$ cat src/rtl/iter_shift.sv
// Multi-cycle barrel-free shifter: SLL/SRL/SRA/ROL/ROR applied STEP bits per clock.
// A small IDLE/RUN/DONE FSM sequences the work; result and carry update only on completion.
module iter_shift #(
   parameter int WIDTH = 32,
   parameter int SHW   = 5,
   parameter int STEP  = 4
) (
   input  logic             clk,
   input  logic             rst_n,
   input  logic             start,
   input  logic [2:0]       op,
   input  logic [WIDTH-1:0] src,
   input  logic [WIDTH-1:0] dst,
   input  logic             flush,
   output logic             ready,
   output logic             busy,
   output logic             done,
   output logic [WIDTH-1:0] result,
   output logic             cf
);

   typedef enum logic [1:0] {IDLE, RUN, DONE} state_t;

   localparam logic [2:0]     OP_SLL = 3'd0;
   localparam logic [2:0]     OP_SRL = 3'd1;
   localparam logic [2:0]     OP_SRA = 3'd2;
   localparam logic [2:0]     OP_ROL = 3'd3;
   localparam logic [2:0]     OP_ROR = 3'd4;
   localparam logic [SHW-1:0] STEP_K = SHW'(STEP);

   state_t           state;
   logic [2:0]       op_q;
   logic [WIDTH-1:0] work;
   logic [SHW-1:0]   rem;

   logic [SHW-1:0]   n_in;
   logic             pass_in;
   logic [SHW-1:0]   k;
   logic [SHW-1:0]   k_inv;
   logic [WIDTH-1:0] step_val;
   logic             step_cf;
   logic             unused_src_hi;

   assign n_in          = src[SHW-1:0];
   assign pass_in       = (op > OP_ROR);
   assign unused_src_hi = ^src[WIDTH-1:SHW];

   // One step of the shift: k bits this cycle, plus the bit that leaves the word last.
   always_comb begin
      // NOTE: every output of a combinational block gets a default first so no path
      // leaves it unassigned; an unassigned path would infer a latch.
      step_val = work;
      step_cf  = 1'b0;
      k        = (rem > STEP_K) ? STEP_K : rem;
      // WIDTH is 2**SHW, so the modular negation is exactly WIDTH-k for k>0.
      k_inv    = -k;
      case (op_q)
         OP_SLL: begin
            step_val = work << k;
            step_cf  = work[k_inv];
         end
         OP_SRL: begin
            step_val = work >> k;
            step_cf  = work[k - 1'b1];
         end
         OP_SRA: begin
            step_val = unsigned'($signed(work) >>> k);
            step_cf  = work[k - 1'b1];
         end
         OP_ROL: begin
            step_val = (work << k) | (work >> k_inv);
            step_cf  = step_val[0];
         end
         OP_ROR: begin
            step_val = (work >> k) | (work << k_inv);
            step_cf  = step_val[WIDTH-1];
         end
         default: begin
            step_val = work;
            step_cf  = 1'b0;
         end
      endcase
   end

   // NOTE: sequential state uses non-blocking assignments so every flop samples
   // the pre-edge values, independent of statement order.
   always_ff @(posedge clk or negedge rst_n) begin
      if (!rst_n) begin
         state  <= IDLE;
         op_q   <= 3'd0;
         work   <= '0;
         rem    <= '0;
         result <= '0;
         cf     <= 1'b0;
         ready  <= 1'b1;
         busy   <= 1'b0;
         done   <= 1'b0;
      end else if (flush) begin
         // Abort wins over any request; result and cf keep the last completed value.
         state <= IDLE;
         ready <= 1'b1;
         busy  <= 1'b0;
         done  <= 1'b0;
      end else begin
         case (state)
            IDLE, DONE: begin
               if (start) begin
                  op_q <= op;
                  work <= dst;
                  rem  <= n_in;
                  if (n_in == '0 || pass_in) begin
                     state  <= DONE;
                     result <= dst;
                     cf     <= 1'b0;
                     ready  <= 1'b1;
                     busy   <= 1'b0;
                     done   <= 1'b1;
                  end else begin
                     state <= RUN;
                     ready <= 1'b0;
                     busy  <= 1'b1;
                     done  <= 1'b0;
                  end
               end else begin
                  state <= IDLE;
                  done  <= 1'b0;
               end
            end
            RUN: begin
               work <= step_val;
               rem  <= rem - k;
               if (rem == k) begin
                  state  <= DONE;
                  result <= step_val;
                  cf     <= step_cf;
                  ready  <= 1'b1;
                  busy   <= 1'b0;
                  done   <= 1'b1;
               end
            end
            default: begin
               state <= IDLE;
               ready <= 1'b1;
               busy  <= 1'b0;
               done  <= 1'b0;
            end
         endcase
      end
   end

endmodule

$ cat config.mk
export PLATFORM = sky130hd
export DESIGN_NAME = iter_shift
export DESIGN_NICKNAME = d
export VERILOG_FILES = /design/src/rtl/iter_shift.sv
export SDC_FILE = /design/constraint.sdc
export NUM_CORES = 1
export LEC_CHECK = 0
export ABC_AREA = 1
export CORE_MARGIN = 2
export CORE_UTILIZATION = 45
export DETAILED_ROUTE_END_ITERATION = 8
export PLACE_DENSITY = 0.74
export SLEW_MARGIN = 40
export SYNTH_ARGS = -nofsm -noshare
export SYNTH_HDL_FRONTEND = slang
export SYNTH_SLANG_ARGS = --single-unit
$ cat constraint.sdc
create_clock -name clk -period 4.3 [get_ports clk]
set_input_delay 0.86 -clock clk [delete_from_list [all_inputs] [get_ports clk]]
set_output_delay 0.86 -clock clk [all_outputs]
set_load 0.01 [all_outputs]
==> results by group, run 1 <==
Critical path
  • Worst EP required: 4.58 ns
  • R2R setup slack: 0.78 ns
  • Worst path arrival time: between 3 and 4 ns
  • CP Max Fanout: 25
  • CP Capture Type: flip-flop
  • WS Path Type: flip-flop to flip-flop
  • Startpoint Class: flip-flop

Logic synthesis
  • Area share of the largest cell type after synthesis: 0.317
  • Post-synth top cells: 764 x nand2_1, 295 x nand3_1, 122 x inv_1, 91 x o21ai_0, 76 x dfrtp_1
  • Post-synth EDFFs: 0
  • Syn nets: 1765
  • Post-synth top flop: dfrtp_1
  • Flops & latches, synth: 77
  • Synth top area cells: nand2_1 32%, dfrtp_1 21%, nand3_1 16%
  • Most frequent cell after synthesis: nand2_1
  • Mapped cell area: ~0.0090 mm²
  • FFs w/ async S/R, synth: 1.00
  • YS warnings: 0
  • Post-synthesis sequential area ratio: 0.213
  • Distinct cells, synth: 41
  • Cell taking the most area after synthesis: nand2_1
  • Syn_area_per_cell: 5.34 µm²
  • Cells after synthesis: 1692

CTS
  • Clk root buf: clkbuf_16
  • CTS clock-pin slew for the worst setup and hold paths: 0.06 ns
  • Post-CTS setup buffer count: 0
  • Sink Count: 77
  • Clk_lat worst skew: 0.34 ns
  • # resized after CTS: 0
  • Htree depth: 3
  • Maximum root-to-sink buffer count: 2
  • TritonCTS clock tree: done
  • Cts bufs inserted: 9
  • CTS hold repair buffers: 0

Floorplan
  • DIE AREA: 0.0212 mm²
  • # IOs: 107
  • Die W: approximately 150 µm
  • CORE AREA: 0.0196 mm²
  • Rows: 51
  • Initial core utilization: 0.462
  • Die Ht: 146 µm

GRT
  • GRT overflow: 0
  • Largest net degree at the start of global routing: slightly below 80
  • Vias in the first global route: 10823
  • Initial antenna violation count: 0
  • Tot GR Track Use: 0.376
  • Global-route wire length before repair: 62800 µm

Timing
  • Tightest Pin Transition: 0.748 ns
  • Max Slew Vio Count: 0
  • Final setup TNS: 0 ns
  • Period utilization: 0.818
  • Rel. slew slack: 0.500
  • Skew final: about 0.0085 ns
  • RSZ-0062 raised after global routing: no
  • Min Hold Slack: 0.477 ns
  • Max Fclk: 284 MHz
  • Fin worst setup slack: about 0.78 ns
  • Final worst path period need: 3.52 ns
  • Setup violators final: 0
  • Final hold vios: 0

Detailed routing
  • Final wirelength: 40700 µm
  • Total number of vias: approximately 12000
  • # DRC: 0
  • WL/cell: 20.4 µm
  • Routed Antenna Nets: 0
  • First-iteration detailed-routing DRC count: ~1600
  • Routed vias/inst: 6.05
  • DRT Pass-1 Iters: 8

Placement
  • Post-Place Cell Area: 0.0100 mm²
  • Count of buffers from port buffering: 79
  • HPWL after DPL: 29500 µm
  • Placed insts: roughly 2000
  • Post-place setup slack: just over 1 ns
  • RePlAce Congestion: 1.02

Layout
  • Final Cell Area: between 0.01 and 0.015 mm²
  • Synthesis-to-finish area growth: 14.9%
  • Fill cells: 2130
  • Share of cells above drive strength 1: 0.0486
  • Layout Utilization: 0.530
  • Reg area: 0.00193 mm²
  • Cell Count, Final, Fillers Out: 1992
  • Multi-input logic area: around 0.0062 mm²
  • Diode count: 0
  • Nets: ~1800

Power
  • Pwr dens: around 780 mW/mm²
  • Worst VDD drop: 0.386 mV
  • Final Power: 8.08 mW
  • Leak: approximately 5.5 nW

Job
  • Number of max-cap violations: 0

Outcome
  • Outcome: complete, no violations

Min path
  • HP Class: flip-flop to flip-flop
[registers in the layout (all words and copies together), names as in the netlist]
signal	cells
result	32
cf	1
rem	5
done	1
busy	1
state	1
work	32
ready	1
op_q	3
[cells by family (layout without fill, tap and decap cells)]
kind of cell / after synthesis / count (layout) / synth area share
and+or+nand+nor: 1198 / 1198 / 0.562
buffers and inverters: 232 / 267 / 0.107
AOI/OAI and AO/OA: 182 / 182 / 0.115
DFF: 77 / 77 / 0.213
adders and majority gates: 2 / 2 / 0.00277
other: 1 / 1 / 0.000415
[path summary, 6_finish.rpt]
check,from,endpoint,cells past startpoint
min in group asynchronous,rst_n,result[30]$_DFFE_PN0P_,1
max,rem[0]$_DFFE_PN0P_,result[28]$_DFFE_PN0P_,16
max reg2reg,rem[0]$_DFFE_PN0P_,result[28]$_DFFE_PN0P_,16
min reg2reg,result[30]$_DFFE_PN0P_,result[30]$_DFFE_PN0P_,2
min,result[30]$_DFFE_PN0P_,result[30]$_DFFE_PN0P_,2
max in group asynchronous,rst_n,work[2]$_DFFE_PN0P_,1
[critical path, stage by stage (launching register included)]
cell and delay, ns:
dfrtp_1 0.73, nand3_2 0.24, ha_1 0.33, nand3_4 0.12, nand2_2 0.08, buf_4 0.24
nor2_1 0.54, nand3_1 0.17, nand3_1 0.15, nand3_1 0.20, nand3_1 0.15, nand2_1 0.06
nand2_1 0.07, nand2_1 0.09, nand2_1 0.14, nand2_1 0.07, nand2_1 0.07
[final cells by class]
cell class,count,area share
clock inverters,5,0.0104
inverters,126,0.0455
flip-flops and latches,77,0.186
clock buffers,11,0.0234
well taps,265,0.0319
multi-input cells,1383,0.593
repair buffers,125,0.111
[where the power goes]
| group | switching, mW | internal [mW] |
|---|---|---|
| registers | 0.336 | 0.982 |
| clock network | 0.308 | 0.586 |
| logic | 4.07 | 1.80 |
[per-layer routing]
layer  vias up  GRT usage  part of all wire
met5         -          0                 0
li1       5596          -                 -
met1      5424      0.536              0.41
met3       161     0.0796              0.13
met2       867      0.538              0.41
met4         0      0.183             0.051
[cells in the final DEF (no fill, tap or decap), drive strengths merged]
cell type,instances
a21oi,43
a31oi,5
a211oi,1
o22ai,6
clkbuf,11
bufinv,3
o2111ai,2
and2,2
nand3b,1
clkinv,3
inv,125
conb,1
ha,2
o221ai,10
clkdlybuf4s50,78
dfstp,1
o21ai,94
nand2,767
o31ai,1
a221oi,2
or2,1
nand4,46
nand3,298
nor3,8
dfrtp,76
nor4,1
o211ai,17
nor2,71
o21bai,1
buf,47
and3,3
(Power assumes the default switching activity.)
==> run 2, diff against run 1 <==
- PLACE_DENSITY: 0.74 -> 0.77
- clock period: 4.3 -> 3.17 ns (I/O delays scaled with it)
==> results by group, run 2 (same netlist as run 1, synthesis figures left out) <==
Timing
  • RSZ-0062 raised after global routing: no
  • Tightest Pin Transition: a little under 0.8 ns
  • Fin worst setup slack: 0.140 ns
  • Max Fclk: about 330 MHz
  • Max Slew Vio Count: 0
  • Period utilization: 0.956
  • Final hold vios: 0
  • Skew final: 0.00977 ns
  • Final setup TNS: 0 ns
  • Rel. slew slack: 0.470
  • Setup violators final: 0
  • Final worst path period need: 3.03 ns

Detailed routing
  • # DRC: 0
  • Routed Antenna Nets: 0
  • Routed vias/inst: 6.06
  • WL/cell: between 15 and 20 µm
  • DRT Pass-1 Iters: 6
  • First-iteration detailed-routing DRC count: approximately 1600
  • Total number of vias: 12245
  • Final wirelength: approximately 39000 µm

Power
  • Pwr dens: between 1000 and 1500 mW/mm²
  • Leak: 5.69 nW
  • Switch share: 0.574
  • Combinational Power Share: 0.743
  • P_sw: 6.41 mW
  • Sequential share of power: 0.156
  • Worst VDD drop: 0.547 mV
  • Internal cell power: 4.75 mW
  • Clk pwr share: 0.100

GRT
  • Largest net degree at the start of global routing: 78
  • Vias in the first global route: approximately 11000
  • Tot GR Track Use: 0.359
  • GRT overflow: 0
  • Initial antenna violation count: 0
  • Global-route wire length before repair: approximately 61000 µm

CTS
  • Sink Count: 77
  • Htree depth: 3
  • Clk_lat worst skew: 0.33 ns
  • Maximum root-to-sink buffer count: 2
  • Cts bufs inserted: 9
  • CTS hold repair buffers: 0
  • CTS clock-pin slew for the worst setup and hold paths: 0.06 ns
  • Clk root buf: clkbuf_16
  • TritonCTS clock tree: done

Layout
  • Share of cells above drive strength 1: 0.0644
  • Top Registers: result x32, work x32, rem x5
  • Layout Utilization: 0.543
  • Synthesis-to-finish area growth: 17.7%
  • Fill cells: 2048
  • Cell Count, Final, Fillers Out: 2021
  • Diode count: 0
  • Nets: 1824
  • Most frequent cells in the layout: 764 x nand2_1, 295 x nand3_1, 120 x inv_1
  • Most common cell after layout, fill and taps aside: nand2_1

Critical path
  • Crit path max-delay family: simple AND/OR/NAND/NOR gates
  • Worst path arrival time: 3.29 ns
  • Critical-path cell list: nor2_4 -> nand2_4 -> nor2_4 -> inv_1 -> ha_1 -> clkinv_1 -> nand2_1 -> nand2_4 -> inv_6 -> buf_12 -> nand3_1 -> nand3_1 -> nand3_1 -> nand2_1 -> o21ai_0 -> o21ai_0 -> nand2_1
  • Critical Path Max Stage Delay: between 0.4 and 0.5 ns
  • R2R setup slack: 0.14 ns
  • Bufs and invs on worst path: 4
  • WS Path Type: flip-flop to flip-flop
  • Worst EP required: 3.43 ns
  • CP Capture Type: flip-flop
  • Reg2Reg Capture Point: cf$_DFFE_PN0P_
  • Reg2Reg Depth: 17
  • Worst path slowest cell: dfrtp_1
  • RR Startpoint: rem[4]$_DFFE_PN0P_
  • Startpoint Class: flip-flop
  • CP Max Fanout: 27

Floorplan
  • # IOs: 107
  • Die W: 146 µm
  • DIE AREA: around 0.021 mm²
  • Initial core utilization: 0.462
  • CORE AREA: a little under 0.02 mm²
  • Die Ht: 146 µm
  • Rows: 51

Job
  • Number of max-cap violations: 0

Outcome
  • Outcome: complete, no violations

Placement
  • RePlAce Congestion: around 1.1
  • Count of buffers from port buffering: 79
  • Placed insts: 2004
  • Post-place setup slack: 0.113 ns
  • HPWL after DPL: 29100 µm

Min path
  • HP Class: primary input to async pin
## run 2: changes by cell type in the layout (fill, tap and decap cells not counted), sizes merged
cell,before,now
buf,47,76
bufinv,3,2
clkbuf,11,10
clkinvlp,0,1
inv,125,126
## run 2: final cells by class
type                       count  area (µm²)  share of cell area
clock inverter                 6        93.8             0.00882
inverter                     126         478              0.0449
timing repair buffer         154        1420               0.133
sequential                    77        1930               0.181
tap                          265         332              0.0312
multi-input combinational   1383        6160               0.579
clock buffer                  10         229              0.0215
## run 2: timing repair
item | 4_1_cts | 5_1_grt
buffers inserted | 0 | 1
resized for setup | 0 | 5
setup endpoints to repair | 0 | 32
## run 2: worst register-to-register path: stages (launching register included)
cell      delay (ns)
dfrtp_1         0.42
nor2_4          0.22
nand2_4         0.08
nor2_4          0.09
inv_1           0.05
ha_1            0.30
clkinv_1        0.09
nand2_1         0.09
nand2_4         0.18
inv_6           0.08
buf_12          0.18
nand3_1         0.13
nand3_1         0.14
nand3_1         0.19
nand2_1         0.10
o21ai_0         0.36
o21ai_0         0.18
nand2_1         0.09
## run 2: power groups by stage
stage          sequential [mW]  combinational [mW]  clock, mW
6_report                  1.75                8.30       1.12
5_1_grt                   1.77                8.95       1.18
3_5_place_dp              1.71                7.90          0
2_1_floorplan             1.67                5.08          0
3_3_place_gp              1.72                7.86          0
4_1_cts                   1.71                7.94       1.13
## run 2: per-layer routing
metal  global-route usage  vias to the layer above  share of wire
met1                0.484                     5477           0.39
met4                0.173                        0          0.057
met3               0.0940                      172           0.14
li1                     -                     5672              -
met2                0.533                      924           0.41
met5                    0                        -              0
## run 2: metrics by stage
| step | power, mW | area (µm²) | hold WS, ns |
|---|---|---|---|
| final | 11.2 | 10600 | 0.300 |
| after global routing | 11.9 | 10600 | 0.355 |
| after CTS | 10.8 | 10600 | 0.337 |
| after detailed placement | 9.62 | 10300 | 0.464 |
| after global placement | 9.58 | 10300 | 0.462 |
| after floorplan | 6.76 | 9040 | 0.338 |
## run 2: worst max path at each step
stage                                  endpoint  cells after the start  slack [ns]          startpoint
after floorplan            work[27]$_DFFE_PN0P_                     22        0.20  rem[3]$_DFFE_PN0P_
final                            cf$_DFFE_PN0P_                     17        0.14  rem[4]$_DFFE_PN0P_
after detailed placement  result[0]$_DFFE_PN0P_                     20        0.11  rem[3]$_DFFE_PN0P_
after CTS                        cf$_DFFE_PN0P_                     18        0.07  rem[3]$_DFFE_PN0P_
after global routing      result[2]$_DFFE_PN0P_                     21       0.009  rem[4]$_DFFE_PN0P_
after global placement    result[0]$_DFFE_PN0P_                     20        0.16  rem[3]$_DFFE_PN0P_
